### src/rtl/alu_input_sequencer.sv
// alu_input_sequencer: loads A, B, Op from switches via debounced buttons and drives the ALU (SEQ_OP_STEP_EN: load in RUN steps Op)
module alu_input_sequencer #(
  parameter int DATA_W          = 4,
  parameter int OP_W            = 2,
  parameter int DEBOUNCE_CYCLES = 500000
) (
  input  logic              clk,
  input  logic              rst_n,
  input  logic [DATA_W-1:0] sw,
  input  logic              btn_load,
  input  logic              btn_clear,
  output logic [DATA_W-1:0] A,
  output logic [DATA_W-1:0] B,
  output logic [OP_W-1:0]   Op,
  output logic              valid,
  output logic              start,
  output logic [1:0]        stage
);
  localparam int CW = DEBOUNCE_CYCLES > 1 ? $clog2(DEBOUNCE_CYCLES) : 1;
  typedef enum logic [1:0] {S_A = 2'b00, S_B = 2'b01, S_OP = 2'b10, S_RUN = 2'b11} state_t;
  state_t state;
  logic [DATA_W-1:0] sw_m, sw_s;
  logic [1:0] btn, press;
  assign btn = {btn_clear, btn_load};
  assign stage = state;
  // two-flop synchroniser for the switch bank
  always_ff @(posedge clk or negedge rst_n)
    if (!rst_n) {sw_s, sw_m} <= '0;
    else {sw_s, sw_m} <= {sw_m, sw};
  for (genvar i = 0; i < 2; i++) begin : g_btn
    logic b_m, b_s, db, db_q;
    logic [CW-1:0] cnt;
    assign press[i] = db & ~db_q;
    // synchronise, then accept a new level only after it holds for DEBOUNCE_CYCLES clocks
    always_ff @(posedge clk or negedge rst_n)
      if (!rst_n) begin
        {b_s, b_m, db, db_q} <= '0;
        cnt <= '0;
      end else begin
        {b_s, b_m} <= {b_m, btn[i]};
        db_q <= db;
        if (b_s == db) cnt <= '0;
        else if (cnt == CW'(DEBOUNCE_CYCLES - 1)) begin
          db  <= b_s;
          cnt <= '0;
        end else cnt <= cnt + 1'b1;
      end
  end
  // operand capture FSM; clear takes priority over a same-cycle load
  always_ff @(posedge clk or negedge rst_n)
    if (!rst_n) begin
      state <= S_A;
      {A, B, Op, valid, start} <= '0;
    end else if (press[1]) begin
      state <= S_A;
      {A, B, Op, valid, start} <= '0;
    end else begin
      start <= 1'b0;
      if (press[0])
        case (state)
          S_A: begin
            A     <= sw_s;
            state <= S_B;
          end
          S_B: begin
            B     <= sw_s;
            state <= S_OP;
          end
          S_OP: begin
            Op    <= sw_s[OP_W-1:0];
            state <= S_RUN;
            valid <= 1'b1;
            start <= 1'b1;
          end
          default: begin
`ifdef SEQ_OP_STEP_EN
            Op    <= Op + 1'b1;
            start <= 1'b1;
`else
            state <= S_A;
            valid <= 1'b0;
`endif
          end
        endcase
    end
endmodule

### config.mk
export PLATFORM = sky130hd
export DESIGN_NAME = alu_input_sequencer
export DESIGN_NICKNAME = d
export VERILOG_FILES = /design/src/rtl/alu_input_sequencer.sv
export SDC_FILE = /design/constraint.sdc
export NUM_CORES = 1
export LEC_CHECK = 0
export CAP_MARGIN = 20
export CORE_UTILIZATION = 38
export DETAILED_ROUTE_END_ITERATION = 10
export HOLD_SLACK_MARGIN = 0.03
export PLACE_DENSITY_LB_ADDON = 0.1
export SYNTH_ARGS = -nofsm -noshare
export SYNTH_HDL_FRONTEND = slang
export SYNTH_SLANG_ARGS = --single-unit
### constraint.sdc
create_clock -name clk -period 2.05 [get_ports clk]
set_clock_uncertainty 0.15 [all_clocks]
set_input_delay 0.3075 -clock clk [delete_from_list [all_inputs] [get_ports clk]]
set_output_delay 0.3075 -clock clk [all_outputs]
set_load 0.005 [all_outputs]
==> key figures <==
Die
  • Initial Utilization: roughly two fifths
  • I/O pin count: 22
  • Die area: between 0.008 and 0.009 mm2
  • Row Count: 31
  • Core area: roughly 0.0074 mm2
  • Die H: approximately 91 um
  • Die width: between 90 and 100 um

Detailed routing
  • TritonRoute pass-1 iters: 4
  • Via count: ~2000
  • Initial DRC count: slightly below 60
  • Antenna Nets Post-Route: 0
  • Detailed-route wire length per cell: ~13 um
  • Final WL: ~5400 um
  • Post-route DRC violation count: 0
  • Routed vias/inst: approximately 4.9

Logic synthesis
  • Register bit count reported by yosys: 68
  • Synth area leader: dfrtp_1
  • Yosys warns: 0
  • Synth Area in Adders: under 10%
  • Proportion of synthesized area in mux cells: 0.756%
  • Sequential-to-total area share from yosys stat: 57.1%
  • Syn Nets: 294
  • Post-synth top flop: dfrtp_1
  • Post-Synth Simple-Gate Area: around 23%
  • Library cells used by synthesis: 33
  • Cells after synthesis: about 280
  • Mean Syn Cell Area: approximately 11 um2
  • Xor/xnor share of the synthesized area: between 7 and 8%
  • Largest family of logic cells by synthesized area: simple AND/OR/NAND/NOR gates
  • Mapped cell area: slightly below 0.003 mm2
  • Post-synth top area share: a little under three fifths
  • Post-synth ARST share: 100%
  • Synth area leaders: dfrtp_1 (57%), xor2_1 (6.2%), nor2_1 (4.2%)
  • Post-synth EDFFs: 0
  • Synth Area in Compound Gates: between 7 and 8%

Timing
  • Achievable frequency: 0.537 GHz
  • Post-Route Setup TNS: 0 ns
  • Fin. max-slew vios: 0
  • RSZ-0062 raised after global routing: no
  • Actual slew at the worst max-slew pin: 0.363 ns
  • Relative slew slack: 75.8%
  • Final hold vios: 0
  • Fin crit period: between 1.5 and 2 ns
  • Final setup viols: 0
  • Period utilisation layout: 90.9%

Global route
  • Number of global-route vias before repair: 1971
  • Pin count of the biggest net entering global routing: between 60 and 70
  • Number of antenna violations at the first check in global routing: 0
  • GRT Overall Usage: 14.7%
  • Total gr overflow: 0
  • First-pass GRT wire length: 9450 um

Setup path
  • Required @ worst endpoint: about 2.2 ns
  • Worst reg2reg startpoint: g_btn[0].cnt[5]$_DFF_PN0_
  • Crit path DAT: between 1.5 and 2 ns
  • CP max stage delay: between 0.4 and 0.5 ns
  • Crit path cell chain: and4_1 > nand4_4 > or4_1 > a21oi_1
  • R2r setup slk: around 0.19 ns
  • Slowest CP cell: or4_1
  • Startpoint types: flip-flop
  • CP Capture Type: flip-flop
  • Length in cells of the worst reg-to-reg path: 4
  • Crit-path max FO: 7
  • R2r endpoint: g_btn[0].cnt[17]$_DFF_PN0_
  • Crit path kind: flip-flop to flip-flop

Power and ir drop
  • VDD IR max: around 0.36 mV
  • Design Power: ~2.8 mW
  • PwrDens: 774 mW/mm2
  • Leakage: 1.55 nW

CTS
  • TritonCTS buffer count: 9
  • CTS Root Cell: clkbuf_8
  • CTS tree: yes
  • Clock slew at reported path FFs: 0.07 ns
  • Clock buffer depth: 2
  • H-tree depth: 3
  • Worst-skew pair later-pin latency: between 0.3 and 0.4 ns
  • CTS Sinks: 68

Hold path
  • Hold path cells: 0
  • Hold endpoint: sw_s[2]$_DFF_PN0_
  • Min-delay worst type: flip-flop to flip-flop
  • Hold Crit Start: sw_m[2]$_DFF_PN0_

Run
  • Max cap viols: 0

Cells and area
  • Core Util, Final: 48.6%
  • Commonest non-fill, non-tap cell in the layout: dfrtp_1
  • Fill cells: between 700 and 800
  • Final nets: ~330
  • Post-Layout Cell Count: between 400 and 500
  • # diodes: 0
  • Most frequent cells in the layout: dfrtp_1 (68), nor2_1 (33), nand2_1 (27)
  • Fraction of layout cells with a size suffix above 1: about 10%
  • Area Overhead vs Synth: 20.8%
  • Design Area, Final: approximately 0.0036 mm2

Place
  • Global placement routability congestion: ~0.7
  • Detailed Place HPWL: 3570 um
  • Placed cell area: 0.00335 mm2
  • Port Buffers: 21
  • Placed instance count: 400

Outcome
  • Status: finished clean
==> area by class of cell <==
class,instances,area [um2],area share [%]
Multi-Input combinational cell,197,1200,33.4
Sequential cell,68,1700,47.3
Tap cell,99,124,3.44
Inverter,6,22.5,0.626
Clock buffer,11,141,3.93
Clock inverter,4,97.6,2.71
Timing Repair Buffer,31,308,8.55
==> worst max-delay path by stage <==
stage | slack (ns) | from | to | cells past startpoint
CTS | 0.17 | g_btn[0].cnt[5]$_DFF_PN0_ | g_btn[0].cnt[17]$_DFF_PN0_ | 4
floorplan | 0.25 | g_btn[1].cnt[0]$_DFF_PN0_ | g_btn[1].cnt[10]$_DFF_PN0_ | 7
finish | 0.19 | g_btn[0].cnt[5]$_DFF_PN0_ | g_btn[0].cnt[17]$_DFF_PN0_ | 4
global route | 0.08 | g_btn[0].cnt[5]$_DFF_PN0_ | g_btn[0].cnt[17]$_DFF_PN0_ | 4
global placement | 0.25 | g_btn[0].cnt[15]$_DFF_PN0_ | g_btn[0].db$_DFFE_PN0P_ | 4
detailed placement | 0.20 | g_btn[0].cnt[5]$_DFF_PN0_ | g_btn[0].cnt[17]$_DFF_PN0_ | 4
==> power by group <==
part	internal, mW	switching, mW
sequential	1.36	0.0152
clock	0.836	0.488
combinational	0.0337	0.0503
total	2.23	0.553
==> flip-flops by register name, indices dropped and copies added, names as in the netlist <==
signal,count
g_btn.b_s,2
Op,2
B,4
A,4
start,1
g_btn.db,2
stage,2
sw_s,4
valid,1
g_btn.db_q,2
g_btn.b_m,2
sw_m,4
g_btn.cnt,38
==> worst max-delay path: cells and delay by family (launching register included) <==
family          cells  cell delay (ns)
simple gates        3             1.03
compound gates      1             0.15
flops               1             0.45
==> routing by layer <==
| metal | vias up | GRT usage [%] | part of all wire (%) |
|---|---|---|---|
| li1 | 1040 | - | - |
| met1 | 989 | 19.5 | 49 |
| met2 | 25 | 22.1 | 47 |
| met3 | 4 | 5.30 | 3.0 |
| met4 | 0 | 4.84 | 0.70 |
| met5 | - | 0 | 0 |
==> logic make-up after synthesis <==
group / count (synthesis)
and+or+nand+nor: 128
DFF: 68
AOI/OAI and AO/OA: 37
xor gates and xnor gates: 25
buffers and inverters: 16
adders and majority gates: 5
muxes: 2
==> timing repair <==
item                      4_1_cts  5_1_grt
hold buffers                    1        0
gates resized for setup         0        0
hold endpoints to repair       68        0
setup buffers                   0        0
==> Yosys cell counts (all sizes together), types with 4 or more instances <==
library cell and instances:
buf 5, dfrtp 68, or3 9, clkbuf 5, nand2 27, xor2 21, nand4 16, a21oi 23
nand3 19, and4 7, inv 6, nor2 33, o21ai 10, and3 4, ha 5, xnor2 4
==> metrics by stage <==
step / hold slack, ns / setup WS [ns]
after global routing: 0.206 / 0.0765
after detailed placement: 0.186 / 0.200
after global placement: 0.182 / 0.246
after CTS: 0.201 / 0.173
after floorplan: -0.138 / 0.253
final: 0.200 / 0.187
(Power assumes the default switching activity.)
